===== src/rtl/serdesphy_prbs_err_counter.sv =====
// Saturating up-counter with a variable increment.
// A clear in the same cycle as an increment wins.
module serdesphy_prbs_err_counter #(
  parameter int W = 16
) (
  input  logic         clk,
  input  logic         rst_n,
  input  logic         clr,
  input  logic         inc,
  input  logic [W-1:0] amt,
  output logic [W-1:0] count
);

  logic [W-1:0] cnt_q;
  logic [W-1:0] cnt_d;
  logic [W:0]   sum;

  // Next count: clear first, otherwise add and clamp on carry-out.
  always_comb begin
    sum   = {1'b0, cnt_q} + {1'b0, amt};
    cnt_d = cnt_q;
    if (clr) begin
      cnt_d = '0;
    end else if (inc) begin
      cnt_d = sum[W] ? '1 : sum[W-1:0];
    end
  end

  // Count register.
  always_ff @(posedge clk or negedge rst_n) begin
    if (!rst_n) begin
      cnt_q <= '0;
    end else begin
      cnt_q <= cnt_d;
    end
  end

  assign count = cnt_q;

endmodule


===== config.mk =====
export PLATFORM = sky130hd
export DESIGN_NAME = serdesphy_prbs_err_counter
export DESIGN_NICKNAME = d
export VERILOG_FILES = /design/src/rtl/serdesphy_prbs_err_counter.sv
export SDC_FILE = /design/constraint.sdc
export NUM_CORES = 1
export LEC_CHECK = 0
export CAP_MARGIN = 20
export CORE_ASPECT_RATIO = 1.1
export CORE_UTILIZATION = 25
export CTS_CLUSTER_DIAMETER = 60
export DETAILED_ROUTE_END_ITERATION = 7
export HOLD_SLACK_MARGIN = 0.08
export PLACE_DENSITY = 0.51
export SETUP_SLACK_MARGIN = 0.5
export SYNTH_ARGS = -nofsm -noshare
export SYNTH_HDL_FRONTEND = slang
export SYNTH_SLANG_ARGS = --single-unit

===== constraint.sdc =====
create_clock -name clk -period 5.4 [get_ports clk]
set_clock_uncertainty 0.15 [all_clocks]
set_input_delay 1.08 -clock clk [delete_from_list [all_inputs] [get_ports clk]]
set_output_delay 1.08 -clock clk [all_outputs]
set_load 0.05 [all_outputs]

==> results of run 1 <==
==> through the flow <==
step,utilization (%),cells
after floorplan,-,156
after global placement,33.6,258
after detailed placement,33.6,258
after CTS,34.3,261
after global routing,34.3,261
final,34.3,261
==> power breakdown <==
| group | leakage (nW) | internal [mW] | switching (mW) |
|---|---|---|---|
| clock network | 0.0216 | 0.0496 | 0.0456 |
| registers | 0.209 | 0.143 | 0.0202 |
| logic | 0.538 | 0.163 | 0.255 |
| total | 0.768 | 0.355 | 0.321 |
==> final timing paths <==
| kind | end | from | slack [ns] |
|---|---|---|---|
| max | count[1]$_DFFE_PN0P_ | amt[0] | 1.92 |
| min | count[0]$_DFFE_PN0P_ | count[0]$_DFFE_PN0P_ | 0.43 |
| max reg2reg | count[1]$_DFFE_PN0P_ | count[0]$_DFFE_PN0P_ | 2.77 |
| min reg2reg | count[0]$_DFFE_PN0P_ | count[0]$_DFFE_PN0P_ | 0.43 |
| max in group asynchronous | count[1]$_DFFE_PN0P_ | rst_n | 3.46 |
| min in group asynchronous | count[15]$_DFFE_PN0P_ | rst_n | 1.13 |
==> routing by layer <==
layer / global-route usage (%) / vias up / part of all wire [%]
met5: 0 / - / 0
met4: 2.31 / 0 / 0.64
met3: 3.10 / 2 / 4.4
met2: 21.3 / 28 / 47
met1: 17.0 / 577 / 48
li1: - / 641 / -
==> cell usage after synthesis (3+ instances only) <==
cell type,count,share of area [%]
o211ai_1,3,1.6
a211oi_2,10,8.7
nand2_1,11,2.9
clkbuf_1,3,0.79
buf_2,3,1.0
nor2_1,20,5.2
nand3_1,3,1.0
dfrtp_1,16,28
inv_1,4,1.0
o21ai_0,6,2.1
nand4_1,3,1.3
a211oi_1,9,4.7
a21oi_1,11,3.8
ha_1,16,14
xor2_1,7,4.3
a21o_1,3,1.6
xnor2_1,7,4.3
==> logic make-up after synthesis <==
logic type	synth area share, %
DFF	27.9
and+or+nand+nor	13.5
buffers and inverters	3.93
AOI/OAI and AO/OA	30.7
xor gates and xnor gates	8.56
adders and majority gates	15.4
==> area by class of cell <==
type | count | area [um^2] | area share [%]
Clock buffer | 3 | 41.3 | 2.20
Inverter | 4 | 15.0 | 0.800
Multi-Input combinational cell | 128 | 976 | 52.0
Sequential cell | 16 | 400 | 21.3
Tap cell | 75 | 93.8 | 5.00
Timing Repair Buffer | 35 | 350 | 18.7
==> worst reg2reg max path, cell delays in order (launching register included) <==
cell	delay, ns
dfrtp_1	0.40
ha_1	0.22
fa_1	0.40
a21oi_1	0.21
nand4b_1	0.18
nand2_2	0.10
a21oi_2	0.18
a32o_2	0.47
a211oi_1	0.16
==> key figures, run 1 <==
Outcome
  • Outcome: finished clean

Die
  • Die Y: 81.4 um
  • Die Wd: approximately 74 um
  • Site row count: 28
  • Initial core utilization: between 20% and 30%
  • Core area: approximately 5500 um^2
  • Number of I/O pins: 36
  • Total Die Area: 6040 um^2

Clock network
  • H-tree Lvls: 1
  • Root Buffer: clkbuf_8
  • Clk_lat worst skew: 0.26 ns
  • Hold Buf Count CTS: 0
  • CTS Buf Count: 3
  • CTS clk-pin slew, worst paths: 0.06 ns
  • Sink Count: 16
  • Max Root-Sink Buffers: 2
  • Post-CTS Setup Inserts: 0
  • Post-cts resize count: 0
  • CTS tree: built

Timing
  • Final setup margin: ~1.9 ns
  • Relative slew slack: 43.7%
  • Max Slew Vio Count: 0
  • Fin crit share: 64.5%
  • Unrepaired setup endpoints after global routing: no
  • F_max: around 0.29 GHz
  • Pin slew with the least headroom to its limit: 0.842 ns
  • Setup TNS: 0 ns
  • Final Hold Vio Count: 0
  • Crit path time final: 3.48 ns
  • Final setup violation count: 0
  • Hold Slack: 0.431 ns

Min path
  • Hold depth: 2
  • Hold Crit Class: flop to flop

Global route
  • First-pass GRT wire length: 5960 um
  • Largest net degree at the start of global routing: 19
  • Gr usage total: 12.8%
  • GRT overflow: 0
  • Vias in the first global route: 1,240
  • Initial antenna violation count: 0

Placed design
  • Pre-CTS setup slack: 1.63 ns
  • IO buf count: 35
  • GP Congestion: slightly below 0.8
  • DPL Wire Length: roughly 2600 um
  • Placed Area: about 1800 um^2

Flow run
  • Max cap viols: 0

Logic synthesis
  • Synth Register Bits: 16
  • Syn Area/Cell: 9.18 um^2
  • Yosys warns: 0
  • Post-Syn Area: 1430 um^2
  • Seq/Total Area, Yosys: 27.9%
  • Ys async rst share: 100%
  • Synth unique cells: 36
  • Post-Synthesis Cells: 156
  • Syn_nets: between 150 and 200
  • EDFF count, synth: 0
  • Top_reg_cell synth: dfrtp_1

Drt
  • Avg WL per Cell: 13.7 um
  • Vias per cell: 4.78
  • Initial DRC count: a little over 40
  • Post-Route WL: 3570 um
  • Iteration count of the initial detailed-routing pass: 4
  • Vias: 1,248
  • Antenna Nets Post-Route: 0
  • DRC viols: 0

Layout
  • Final Instance Area: 1880 um^2
  • Layout cells sized above 1: 11.3%
  • Number of fill cells: between 500 and 600
  • Post-layout nets: 225
  • Largest register FFs: 16
  • Syn-to-layout area delta: 31.0%
  • Commonest cells after routing, fill and taps aside: clkdlybuf4s50_1, nor2_1, ha_1, dfrtp_1
  • Commonest non-fill, non-tap cell in the layout: clkdlybuf4s50_1
  • Diode count: 0

Critical path
  • Crit path buf inv count: 1
  • CP Depth: 9
  • Crit-path cells: clkdlybuf4s50_1, ha_1, fa_1, a21oi_1, nand4b_1, nand2_2, a21oi_2, a32o_2, a211oi_1
  • Critical Path RT: 5.34 ns
  • CP Max Fanout: 16
  • Crit. End Element: flop
  • Critical path's largest stage delay: 0.47 ns
  • Reg2Reg Depth: 8
  • Critical path arrival: between 3 and 4 ns
  • Delay-heaviest family, CP: compound AO/OA/AOI/OAI gates
  • CP max-delay cell: a32o_2
  • CP Class: input pin to flop
  • Startpoint Class: input pin

Pwr
  • Total power: roughly 0.68 mW
  • Peak supply drop: between 0.1 and 0.15 mV
  • Pwr dens: ~360 nW/um^2
  • Lkg Pwr: 0.768 nW
No activity file was read; power rests on OpenSTA's default activity.
==> inputs of run 2 (changes only) <==
--- a/config.mk
+++ b/config.mk
@@ -11,7 +11,7 @@
 export CTS_CLUSTER_DIAMETER = 60
 export DETAILED_ROUTE_END_ITERATION = 7
 export HOLD_SLACK_MARGIN = 0.08
-export PLACE_DENSITY = 0.51
+export PLACE_DENSITY = 0.53
 export SETUP_SLACK_MARGIN = 0.5
 export SYNTH_ARGS = -nofsm -noshare
 export SYNTH_HDL_FRONTEND = slang
==> constraint.sdc (replaced) <==
create_clock -name clk -period 3.05 [get_ports clk]
set_clock_uncertainty 0.15 [all_clocks]
set_input_delay 0.61 -clock clk [delete_from_list [all_inputs] [get_ports clk]]
set_output_delay 0.61 -clock clk [all_outputs]
set_load 0.05 [all_outputs]
==> run 2 against run 1 <==
Worst hold slack improved by 0.013 ns. Critical path type unchanged. Sequential cell count did not move. First-iteration DRC count rose by 71%. Sequential power rose by 86%. Global-route usage rose by 1.2 points. Setup slack got worse by 1.3 ns. Routed wire length rose by 17%. Total power rose by 120%. Combinational power rose by 130%. Design area rose by 24%. Via count rose by 8.1%. Utilization rose by 8.3 points.
==> key figures, run 2 (same netlist as run 1, synthesis figures left out) <==
Global route
  • Initial antenna violation count: 0
  • GRT overflow: 0
  • First-pass GRT wire length: 6440 um
  • Largest net degree at the start of global routing: 17
  • Gr usage total: between 10% and 20%
  • Vias in the first global route: roughly 1.4k

Placed design
  • Dpl cells: ~270
  • IO buf count: 35
  • GP Congestion: about 0.77
  • Pre-CTS setup slack: around 0.013 ns
  • Placed Area: 1920 um^2
  • DPL Wire Length: 2780 um

Drt
  • DRC viols: 0
  • Avg WL per Cell: 14.9 um
  • Initial DRC count: 70
  • Vias: 1,349
  • Antenna Nets Post-Route: 0
  • Iteration count of the initial detailed-routing pass: 4
  • Post-Route WL: 4190 um
  • Vias per cell: 4.80

Layout
  • Commonest non-fill, non-tap cell in the layout: clkdlybuf4s50_1
  • Diode count: 0
  • Post-layout nets: 244
  • Final Core Density: 42.7%
  • Number of fill cells: 557
  • Final Instance Count excl. Fillers: 281
  • Layout cells sized above 1: 34.5%
  • Syn-to-layout area delta: 62.7%
  • Final Instance Area: roughly 2300 um^2
  • Largest register FFs: 16
  • Commonest cells after routing, fill and taps aside: clkdlybuf4s50_1, nor2_1, a211oi_2, dfrtp_1, buf_4

Timing
  • Final setup margin: about 0.6 ns
  • Final setup violation count: 0
  • F_max: 0.408 GHz
  • Final Hold Vio Count: 0
  • Setup TNS: 0 ns
  • Pin slew with the least headroom to its limit: about 0.97 ns
  • Hold Slack: 0.444 ns
  • Fin crit share: approximately four fifths
  • Crit path time final: 2.45 ns
  • Relative slew slack: 35.4%
  • Max Slew Vio Count: 0
  • Unrepaired setup endpoints after global routing: no

Critical path
  • CP max-delay cell: clkdlybuf4s50_1
  • Reg2Reg Depth: 10
  • Startpoint Class: input pin
  • Crit. End Element: flop
  • CP Max Fanout: 8
  • CP Class: input pin to flop
  • Critical path's largest stage delay: 0.41 ns
  • Critical Path RT: ~3 ns
  • Crit-path cells: clkdlybuf4s50_1, ha_1, nor2b_1, nor4b_2, a32o_2, buf_6, buf_12, a211oi_2
  • Critical path arrival: roughly 2.4 ns

Flow run
  • Max cap viols: 0

Outcome
  • Outcome: finished clean

Min path
  • Hold depth: 2
  • Hold Crit Class: flop to flop

Die
  • Die Y: 81.4 um
  • Core area: 5470 um^2
  • Site row count: 28
  • Die Wd: 74.2 um
  • Number of I/O pins: 36
  • Initial core utilization: 26.2%
  • Total Die Area: 6040 um^2

Clock network
  • Sink Count: 16
  • CTS clk-pin slew, worst paths: ~0.08 ns
  • H-tree Lvls: 1
  • Root Buffer: clkbuf_8
  • CTS Buf Count: 3
  • CTS tree: built
  • Clk_lat worst skew: 0.26 ns
  • Max Root-Sink Buffers: 2

Pwr
  • Pwr dens: 637 nW/um^2
  • Total power: between 1 and 1.5 mW
  • Peak supply drop: 0.238 mV
  • Lkg Pwr: between 0.9 and 1 nW
[run 2: cell count changes in the layout (fill, tap and decap cells not counted), sizes merged]
| cell | before | now |
|---|---|---|
| buf | 0 | 19 |
| clkbuf | 3 | 5 |
| clkdlybuf4s50 | 35 | 25 |
| dlymetal6s2s | 0 | 9 |
[run 2: worst max-delay path: cells and delay by family]
kind / cells / cell delay [ns]
compound gates: 2 / 0.28
fa+ha+maj: 1 / 0.37
buf+inv: 3 / 0.64
simple gates: 2 / 0.49
[run 2: power breakdown]
group	switching, mW	leakage [nW]	internal [mW]
Clock	0.0854	0.0288	0.115
Sequential	0.0497	0.209	0.253
Combinational	0.518	0.733	0.464
Total	0.653	0.970	0.832
[run 2: area by class of cell]
type	instances	area, um^2	share of cell area, %
clock buffer	4	55.1	2.36
inverter	4	15.0	0.644
multi-input combinational	128	1200	51.6
sequential	16	400	17.2
tap	75	93.8	4.03
timing repair buffer	54	563	24.2
[run 2: final timing paths]
| check | start | slack (ns) | endpoint |
|---|---|---|---|
| worst max register to register | count[0]$_DFFE_PN0P_ | 0.73 | count[8]$_DFFE_PN0P_ |
| min in group asynchronous | rst_n | 0.66 | count[11]$_DFFE_PN0P_ |
| worst min register to register | count[15]$_DFFE_PN0P_ | 0.44 | count[15]$_DFFE_PN0P_ |
| max in group asynchronous | rst_n | 1.58 | count[7]$_DFFE_PN0P_ |
| worst min-delay path | count[15]$_DFFE_PN0P_ | 0.44 | count[15]$_DFFE_PN0P_ |
| worst max-delay path | amt[14] | 0.60 | count[8]$_DFFE_PN0P_ |
[run 2: routing by layer]
metal,GRT usage [%],vias up,part of all wire (%),wire [um]
met5,0,-,0,0
met4,3.46,0,1.0,43
met3,1.86,5,2.2,92
met2,24.9,24,52,2200
met1,17.8,647,44,1860
li1,-,673,-,-
[run 2: what timing repair did]
action                                  CTS  global route
gates resized for setup                  19            33
hold buffers                              0             0
cloned                                    1             0
endpoints found under the setup margin   16            16
pin swaps                                 5            21
setup buffers                             5             4
